[src/rtl/picorv32_freeahb_adapter.sv]
// picorv32_freeahb_adapter: bridges the PicoRV32 native memory port to the
// FreeAHB master user interface, one single (non-burst) transfer per request.
//
// Ports:
//   clk, resetn            clock; asynchronous reset, active HIGH despite the name
//   mem_valid/instr/addr/wdata/wstrb  PicoRV32 request (wstrb == 0 means read)
//   mem_ready, mem_rdata   one-cycle completion pulse, held read data
//   freeahb_valid/addr/size/write/read/wdata/prot  registered transfer request
//   freeahb_min_len/cont/lock  tied to 0 (single transfers only)
//   freeahb_next           request accepted (completes a write)
//   freeahb_ready/rdata    read data valid (completes a read)
//   freeahb_result_addr    unused
module picorv32_freeahb_adapter (
    input  logic        clk,
    input  logic        resetn,
    input  logic        mem_valid,
    input  logic        mem_instr,
    input  logic [31:0] mem_addr,
    input  logic [31:0] mem_wdata,
    input  logic [3:0]  mem_wstrb,
    output logic        mem_ready,
    output logic [31:0] mem_rdata,
    output logic        freeahb_valid,
    output logic [31:0] freeahb_addr,
    output logic [2:0]  freeahb_size,
    output logic        freeahb_write,
    output logic        freeahb_read,
    output logic [31:0] freeahb_wdata,
    output logic [31:0] freeahb_min_len,
    output logic        freeahb_cont,
    output logic [3:0]  freeahb_prot,
    output logic        freeahb_lock,
    input  logic        freeahb_next,
    input  logic        freeahb_ready,
    input  logic [31:0] freeahb_rdata,
    input  logic [31:0] freeahb_result_addr
);

    typedef enum logic [1:0] {
        IDLE,
        READ,
        WRITE,
        TURN
    } state_t;

    state_t     state;
    logic [2:0] wr_size;
    logic [1:0] wr_off;
    logic       unused_ok;

    assign freeahb_min_len = 32'd0;
    assign freeahb_cont    = 1'b0;
    assign freeahb_lock    = 1'b0;

    // Low address bits come from the strobes, not from the core.
    assign unused_ok = ^{freeahb_result_addr, mem_addr[1:0]};

    // Contiguous byte/halfword strobes map to narrow transfers;
    // anything irregular falls back to a full word at offset 0.
    always_comb begin
        wr_size = 3'b010;
        wr_off  = 2'd0;
        case (mem_wstrb)
            4'b0011: begin wr_size = 3'b001; wr_off = 2'd0; end
            4'b1100: begin wr_size = 3'b001; wr_off = 2'd2; end
            4'b0001: begin wr_size = 3'b000; wr_off = 2'd0; end
            4'b0010: begin wr_size = 3'b000; wr_off = 2'd1; end
            4'b0100: begin wr_size = 3'b000; wr_off = 2'd2; end
            4'b1000: begin wr_size = 3'b000; wr_off = 2'd3; end
            default: begin wr_size = 3'b010; wr_off = 2'd0; end
        endcase
    end

    always_ff @(posedge clk or posedge resetn) begin
        if (resetn) begin
            state         <= IDLE;
            mem_ready     <= 1'b0;
            mem_rdata     <= 32'd0;
            freeahb_valid <= 1'b0;
            freeahb_addr  <= 32'd0;
            freeahb_size  <= 3'd0;
            freeahb_write <= 1'b0;
            freeahb_read  <= 1'b0;
            freeahb_wdata <= 32'd0;
            freeahb_prot  <= 4'd0;
        end else begin
            mem_ready <= 1'b0;
            unique case (state)
                IDLE: begin
                    if (mem_valid) begin
                        freeahb_valid <= 1'b1;
                        freeahb_wdata <= mem_wdata;
                        freeahb_prot  <= {2'b00, 1'b1, ~mem_instr};
                        if (mem_wstrb == 4'd0) begin
                            freeahb_read  <= 1'b1;
                            freeahb_write <= 1'b0;
                            freeahb_size  <= 3'b010;
                            freeahb_addr  <= {mem_addr[31:2], 2'b00};
                            state         <= READ;
                        end else begin
                            freeahb_read  <= 1'b0;
                            freeahb_write <= 1'b1;
                            freeahb_size  <= wr_size;
                            freeahb_addr  <= {mem_addr[31:2], wr_off};
                            state         <= WRITE;
                        end
                    end
                end
                READ: begin
                    // Reads finish only when data arrives, not on next.
                    if (freeahb_ready) begin
                        mem_rdata     <= freeahb_rdata;
                        freeahb_valid <= 1'b0;
                        freeahb_read  <= 1'b0;
                        mem_ready     <= 1'b1;
                        state         <= TURN;
                    end
                end
                WRITE: begin
                    if (freeahb_next) begin
                        freeahb_valid <= 1'b0;
                        freeahb_write <= 1'b0;
                        mem_ready     <= 1'b1;
                        state         <= TURN;
                    end
                end
                TURN: begin
                    // Gives the core a cycle to drop or change its request.
                    state <= IDLE;
                end
                default: state <= IDLE;
            endcase
        end
    end

endmodule

[config.mk]
export PLATFORM = sky130hd
export DESIGN_NAME = picorv32_freeahb_adapter
export DESIGN_NICKNAME = d
export VERILOG_FILES = /design/src/rtl/picorv32_freeahb_adapter.sv
export SDC_FILE = /design/constraint.sdc
export NUM_CORES = 1
export LEC_CHECK = 0
export CAP_MARGIN = 5
export CORE_MARGIN = 2
export CORE_UTILIZATION = 40
export DETAILED_ROUTE_END_ITERATION = 10
export HOLD_SLACK_MARGIN = 0.02
export PLACE_DENSITY_LB_ADDON = 0.1
export SLEW_MARGIN = 20
export SYNTH_ARGS = -nofsm -noshare
export SYNTH_HDL_FRONTEND = slang
export SYNTH_SLANG_ARGS = --single-unit
[constraint.sdc]
create_clock -name clk -period 10.8 [get_ports clk]
set_input_delay 2.7 -clock clk [delete_from_list [all_inputs] [get_ports clk]]
set_output_delay 2.7 -clock clk [all_outputs]
set_load 0.05 [all_outputs]
==> flow_summary_export.csv, run 1 <==
group,metric,value,unit
logic_synthesis,synth_warnings,0,
timing,worst_slew_pin_slew,0.919,ns
worst_setup_path,path_delay_family,"buffers and inverters",
power,power_report.internal_total,1.24,mW
power,netSwitchingPower,1.17,mW
logic_synthesis,post_synth_mux_area_share,24.7,%
worst_setup_path,crit_chain,"clkdlybuf4s50_1",
logic_synthesis,synth_simple_gate_area_share,3.18,%
logic_synthesis,synth_area_leaders,"sky130_fd_sc_hd__dfrtp_1 (60%), sky130_fd_sc_hd__mux2_2 (24%), sky130_fd_sc_hd__buf_4 (6.3%)",
detailed_routing,drt-wirelength-per-cell,14.7,um
logic_synthesis,yosys.area_share.xor_xnor,0.394,%
floorplanning,die-height,109,um
logic_synthesis,synthesis.area_per_instance,14.9,um2
placement,io_buffer_count,207,
clock_tree,cts_num_sinks,106,
floorplanning,die_area,0.0120,mm2
logic_synthesis,synth_compound_gate_area_share,1.80,%
timing,hold_ws,0.482,ns
worst_setup_path,worst_path_largest_cell_delay,0.82,ns
clock_tree,cts.hold.buffers_added,0,
logic_synthesis,synth_top_area_share,59.7,%
worst_setup_path,cp_num_buf_inv,1,
power,total_leakage_power,2.85,nW
clock_tree,cts_post_setup_buffers_inserted,0,
power,powerDensity,362,mW/mm2
power,share_seq_of_total_power,28.6,%
global_route,grt_start_max_net_pins,74,
worst_setup_path,worst_path_max_delay_cell,"sky130_fd_sc_hd__clkdlybuf4s50_1",
power,power_frac_clock,9.0,%
timing,maxSlewViolCount,0,
hold_path,worst_hold_path_type,"flop to flop",
power,vdd_drop_max,206,uV
detailed_routing,vias,2931,
timing,final.setup.tns,0,ns
global_route,global_route_usage_over_all_layers,15.4,%
final_layout,n_antenna_cell,0,
logic_synthesis,synth.lib_cells_used.distinct,28,
clock_tree,clock_tree.buffer_depth,2,
final_layout,area_growth,49.5,%
power,switching_share,48.6,%
global_route,grt_first_pass_wirelength,14.4,mm
clock_tree,cts_made_buffers,9,
timing,timing.final.crit_share,39.3,%
timing,setup_viol,0,
detailed_routing,first_iter_violations,45,
timing,slew_headroom,38.7,%
logic_synthesis,synth_seq_cells,106,
clock_tree,tritoncts,"done",
timing,final.min_clock_period,4.24,ns
clock_tree,clk_transition_reported_paths,0.10,ns
worst_setup_path,worst-path-max-fanout,2,
timing,worst_clock_skew,0.0108,ns
timing,rsz0062_at_grt,"false",
placement,post_detail_place_hpwl,7.13,mm
timing,achievable-frequency,236,MHz
global_route,antenna_found_initial,0,
worst_setup_path,crit_path_start_kind,"flop",
global_route,vias_in_the_first_global_route,2971,
worst_setup_path,crit_type,"flop to output port",
final_layout,share_of_final_layout_standard_cells_stronger_than_drive_strength_1,22.7,%
floorplanning,boundaryPins,279,
final_layout,layout_commonest_cell,"sky130_fd_sc_hd__clkdlybuf4s50_1",
global_route,grt.overflow.total,0,
floorplanning,rows,38,
clock_tree,cts_max_level,3,
job,maxCapViolCount,0,
clock_tree,post_cts_resized,0,
detailed_routing,ant_nets,0,
final_layout,design.final.nets,650,
logic_synthesis,synthesis.instances,298,
detailed_routing,drt_drc_violations_left,0,
logic_synthesis,synth_top_family_by_area,"multiplexers",
logic_synthesis,synth-seq-area-share,59.7,%
logic_synthesis,synth_largest_area_cell,"sky130_fd_sc_hd__dfrtp_1",
clock_tree,cts-root-buf,"sky130_fd_sc_hd__clkbuf_8",
logic_synthesis,post_synth_fa_ha_maj_area_fraction,1.41,%
placement,routabilityCongestion,0.771,
detailed_routing,drt_pass1_iterations,5,
final_layout,postLayoutCoreUtil,61.3,%
worst_setup_path,required,8.10,ns
clock_tree,worstSkewPairLatency,0.35,ns
timing,hold_viol_final,0,
floorplanning,die_w,109,um
final_layout,final_cell_mix,"sky130_fd_sc_hd__clkdlybuf4s50_1 (207), sky130_fd_sc_hd__dfrtp_1 (106), sky130_fd_sc_hd__mux2_2 (95), sky130_fd_sc_hd__conb_1 (37), sky130_fd_sc_hd__clkbuf_8 (10)",
logic_synthesis,syn-cell-area,0.00444,mm2
power,pwr-share-comb,62.3,%
floorplanning,initial_utilization,41.0,%
detailed_routing,vias_per_instance,4.50,
outcome,status,"complete, no violations",
worst_setup_path,end_kind,"output port",
floorplanning,area_of_the_core,0.0108,mm2
worst_setup_path,critical_path_arrival,1.54,ns
detailed_routing,drt_wl_total,9.61,mm
[sequential cells by signal (all words and copies together) (netlist names)]
register       flops
freeahb_size       2
mem_rdata         32
freeahb_prot       2
freeahb_write      1
state              2
freeahb_addr      32
freeahb_read       1
freeahb_valid      1
mem_ready          1
freeahb_wdata     32
[synthesized netlist by cell type]
master,instances
sky130_fd_sc_hd__mux2i_1,3
sky130_fd_sc_hd__a21boi_0,1
sky130_fd_sc_hd__nor2b_2,1
sky130_fd_sc_hd__nor4_1,1
sky130_fd_sc_hd__mux2_2,95
sky130_fd_sc_hd__nand3b_1,1
sky130_fd_sc_hd__nor4_4,1
sky130_fd_sc_hd__buf_2,3
sky130_fd_sc_hd__inv_1,4
sky130_fd_sc_hd__nand2_1,7
sky130_fd_sc_hd__nor4bb_1,1
sky130_fd_sc_hd__buf_6,7
sky130_fd_sc_hd__nand2b_1,1
sky130_fd_sc_hd__buf_4,37
sky130_fd_sc_hd__nor2_1,4
sky130_fd_sc_hd__o31ai_1,1
sky130_fd_sc_hd__a21oi_1,1
sky130_fd_sc_hd__conb_1,1
sky130_fd_sc_hd__xor2_1,1
sky130_fd_sc_hd__a31oi_1,2
sky130_fd_sc_hd__o41ai_1,2
sky130_fd_sc_hd__nand2_4,1
sky130_fd_sc_hd__nor3_2,1
sky130_fd_sc_hd__nor2b_1,3
sky130_fd_sc_hd__xnor2_1,1
sky130_fd_sc_hd__o21ai_0,6
sky130_fd_sc_hd__dfrtp_1,106
sky130_fd_sc_hd__ha_1,5
[power groups by stage]
stage	clock network [mW]	registers, mW	logic, mW
6_report	0.218	0.689	1.50
5_1_grt	0.244	0.715	1.57
4_1_cts	0.229	0.692	1.52
3_5_place_dp	0	0.699	1.51
3_3_place_gp	0	0.687	1.50
2_1_floorplan	0	1.38	0.341
[cells by family after synthesis]
kind of cell	after synthesis
AND/OR/NAND/NOR	22
AO/OA/AOI/OAI	13
adder cells (fa/ha/maj)	5
multiplexers	98
XOR/XNOR	2
flip-flops	106
other	1
buffers and inverters	51
[final cells by class]
| cell class | instances | area (um2) |
|---|---|---|
| well taps | 140 | 175 |
| repair buffers | 209 | 2090 |
| inverters | 4 | 17.5 |
| clock inverters | 4 | 27.5 |
| multi-input cells | 177 | 1540 |
| flip-flops and latches | 106 | 2650 |
| clock buffers | 12 | 145 |
| fillers | 916 | 4200 |
[path summary, 6_finish.rpt]
kind	start	end	slack, ns	depth (start not counted)
hold / removal	freeahb_addr[0]	freeahb_addr[0]	0.48	2
min in group asynchronous	resetn	freeahb_addr[18]	2.80	2
setup / recovery	mem_rdata[0]	mem_rdata[0]	6.56	1
max in group asynchronous	resetn	freeahb_wdata[19]	6.85	3
hold reg to reg	freeahb_addr[0]	freeahb_addr[0]	0.48	2
setup reg to reg	state[0]	freeahb_addr[1]	8.77	4
[worst register-to-register path: stages (launching register included)]
cell and delay (ns):
sky130_fd_sc_hd__dfrtp_1 0.40, sky130_fd_sc_hd__inv_1 0.13, sky130_fd_sc_hd__ha_1 0.30, sky130_fd_sc_hd__nand2_4 0.52
sky130_fd_sc_hd__o41ai_1 0.56
[through the flow]
stage	std cells	worst slack (ns)	cell area (um2)	power [mW]
global placement	636	6.28	6470	2.19
CTS	652	6.52	6650	2.44
detailed placement	636	6.26	6470	2.21
floorplan	334	5.31	4580	1.72
global route	652	6.48	6650	2.53
finish	652	6.56	6650	2.41
[metal layers]
layer | GRT usage, % | share of wire (%)
met5 | 0 | 0
met4 | 4.61 | 0.71
met3 | 6.88 | 13
met2 | 26.2 | 47
met1 | 17.5 | 39
Power figures use the tool's default switching activity.
==> run 2: changes to the inputs <==
- CORE_UTILIZATION: 40 -> 37
- clock period: 10.8 -> 4.1 ns (I/O delays scaled with it)
==> run 2 against run 1 <==
  * Worst setup slack got worse by 5.0 ns
  * Combinational power rose to 2.6 times the previous value
  * Count of clock-buffer cells in the layout fell by 2
  * Critical endpoint is now freeahb_valid
  * Largest cell class unchanged
==> flow_summary_export.csv, run 2 (same netlist as run 1, synthesis figures left out) <==
group,metric,value,unit
placement,io_buffer_count,207,
placement,routabilityCongestion,0.786,
floorplanning,die-height,114,um
placement,post_detail_place_hpwl,7.07,mm
worst_setup_path,r2r_end,"freeahb_addr[21]",
hold_path,worst_hold_path_type,"flop to flop",
timing,worst_slew_pin_slew,0.919,ns
clock_tree,cts_max_level,3,
worst_setup_path,worst_path_max_delay_cell,"sky130_fd_sc_hd__clkdlybuf4s50_1",
worst_setup_path,r2r_slack,2.08,ns
clock_tree,cts_post_setup_buffers_inserted,0,
global_route,grt.overflow.total,0,
global_route,vias_in_the_first_global_route,3170,
final_layout,finalInstanceArea,0.00681,mm2
hold_path,holdPathEnd,"freeahb_prot[1]",
worst_setup_path,worst-path-max-fanout,2,
timing,hold_viol_final,0,
power,powerDensity,981,mW/mm2
detailed_routing,ant_nets,0,
timing,achievable-frequency,392,MHz
timing,setup_viol,0,
worst_setup_path,critical_path_arrival,1.53,ns
final_layout,final.fill_count,1063,
detailed_routing,vias_per_instance,4.43,
clock_tree,worstSkewPairLatency,0.34,ns
floorplanning,rows,40,
global_route,grt_first_pass_wirelength,15.6,mm
timing,final.setup.tns,0,ns
worst_setup_path,cp_num_buf_inv,1,
global_route,global_route_usage_over_all_layers,15.3,%
worst_setup_path,critical_path_depth,1,
worst_setup_path,crit_chain,"clkdlybuf4s50_1",
floorplanning,die_area,0.0129,mm2
timing,worst_clock_skew,0.00520,ns
global_route,antenna_found_initial,0,
worst_setup_path,required,3.07,ns
power,total_leakage_power,2.92,nW
worst_setup_path,r2r-start,"state[0]",
timing,slew_headroom,38.7,%
detailed_routing,vias,2918,
hold_path,hold_depth,1,
final_layout,postLayoutCoreUtil,57.4,%
hold_path,worst_hold_startpoint,"freeahb_prot[1]",
floorplanning,die_w,114,um
worst_setup_path,r2r_cells,4,
final_layout,design.final.nets,650,
timing,timing.final.crit_share,62.3,%
detailed_routing,drt_wl_total,9.67,mm
clock_tree,clock_tree.buffer_depth,2,
final_layout,final_cell_mix,"sky130_fd_sc_hd__clkdlybuf4s50_1 (207), sky130_fd_sc_hd__dfrtp_1 (106), sky130_fd_sc_hd__mux2_2 (95), sky130_fd_sc_hd__conb_1 (37), sky130_fd_sc_hd__clkbuf_16 (9)",
power,vdd_drop_max,445,uV
clock_tree,post_cts_resized,0,
detailed_routing,drt_pass1_iterations,4,
job,maxCapViolCount,0,
worst_setup_path,crit_type,"flop to output port",
final_layout,layout_commonest_cell,"sky130_fd_sc_hd__clkdlybuf4s50_1",
detailed_routing,first_iter_violations,106,
worst_setup_path,crit_path_start_kind,"flop",
worst_setup_path,worst_path_largest_cell_delay,0.83,ns
floorplanning,boundaryPins,279,
clock_tree,cts.hold.buffers_added,0,
floorplanning,initial_utilization,37.5,%
final_layout,n_antenna_cell,0,
clock_tree,clk_transition_reported_paths,0.07,ns
worst_setup_path,path_delay_family,"buffers and inverters",
clock_tree,cts-root-buf,"sky130_fd_sc_hd__clkbuf_16",
final_layout,share_of_final_layout_standard_cells_stronger_than_drive_strength_1,22.9,%
timing,rsz0062_at_grt,"false",
global_route,grt_start_max_net_pins,74,
clock_tree,tritoncts,"done",
timing,maxSlewViolCount,0,
placement,placed_cells_incl_taps,643,
final_layout,post_layout_nonfiller_instances,659,
clock_tree,cts_num_sinks,106,
detailed_routing,drt-wirelength-per-cell,14.7,um
timing,final.min_clock_period,2.55,ns
placement,post_dp_cell_area,0.00649,mm2
floorplanning,area_of_the_core,0.0119,mm2
final_layout,largestRegisters,"freeahb_addr x32, freeahb_wdata x32, mem_rdata x32",
outcome,status,"complete, no violations",
final_layout,area_growth,53.3,%
worst_setup_path,end_kind,"output port",
clock_tree,cts_made_buffers,9,
detailed_routing,drt_drc_violations_left,0,
==> run 2: cell count changes in the layout (fill, tap and decap cells not counted), sizes merged <==
| cell | previous run | this run |
|---|---|---|
| clkbuf | 12 | 10 |
| bufinv | 0 | 2 |
==> run 2: cell type report <==
| class | count | area, um2 | share of cell area (%) |
|---|---|---|---|
| repair buffers | 209 | 2100 | 30.8 |
| well taps | 147 | 184 | 2.70 |
| flip-flops and latches | 106 | 2650 | 38.9 |
| inverters | 4 | 17.5 | 0.257 |
| clock buffers | 10 | 229 | 3.36 |
| multi-input cells | 177 | 1540 | 22.6 |
| clock inverters | 6 | 91.3 | 1.34 |
==> run 2: per-stage QoR <==
step / total power, mW / hold WS, ns / worst slack (ns)
after floorplan: 4.54 / 0.534 / 0.286
after global placement: 5.77 / 0.448 / 1.26
after detailed placement: 5.83 / 0.454 / 1.23
after CTS: 6.76 / 0.471 / 1.52
after global routing: 7.00 / 0.492 / 1.45
final: 6.68 / 0.471 / 1.55
==> run 2: where the power goes <==
| group | switching [mW] | internal, mW |
|---|---|---|
| Clock | 0.376 | 0.536 |
| Sequential | 0.246 | 1.57 |
| Combinational | 2.50 | 1.45 |
| Total | 3.12 | 3.56 |
==> run 2: worst max path at each step <==
stage | to | start | slack (ns)
after global routing | freeahb_addr[0] | mem_valid | 1.45
after global placement | freeahb_wdata[12] | mem_valid | 1.26
after CTS | freeahb_valid | freeahb_valid | 1.52
after detailed placement | freeahb_wdata[12] | mem_valid | 1.23
after floorplan | freeahb_addr[0] | resetn | 0.29
final | freeahb_valid | freeahb_valid | 1.55
==> run 2: metal layers <==
layer	global-route usage, %	routed length (um)	vias up
li1	-	-	1365
met1	19.4	4030	1394
met2	23.4	4350	148
met3	6.27	1130	11
met4	6.18	165	0
met5	0	0	-
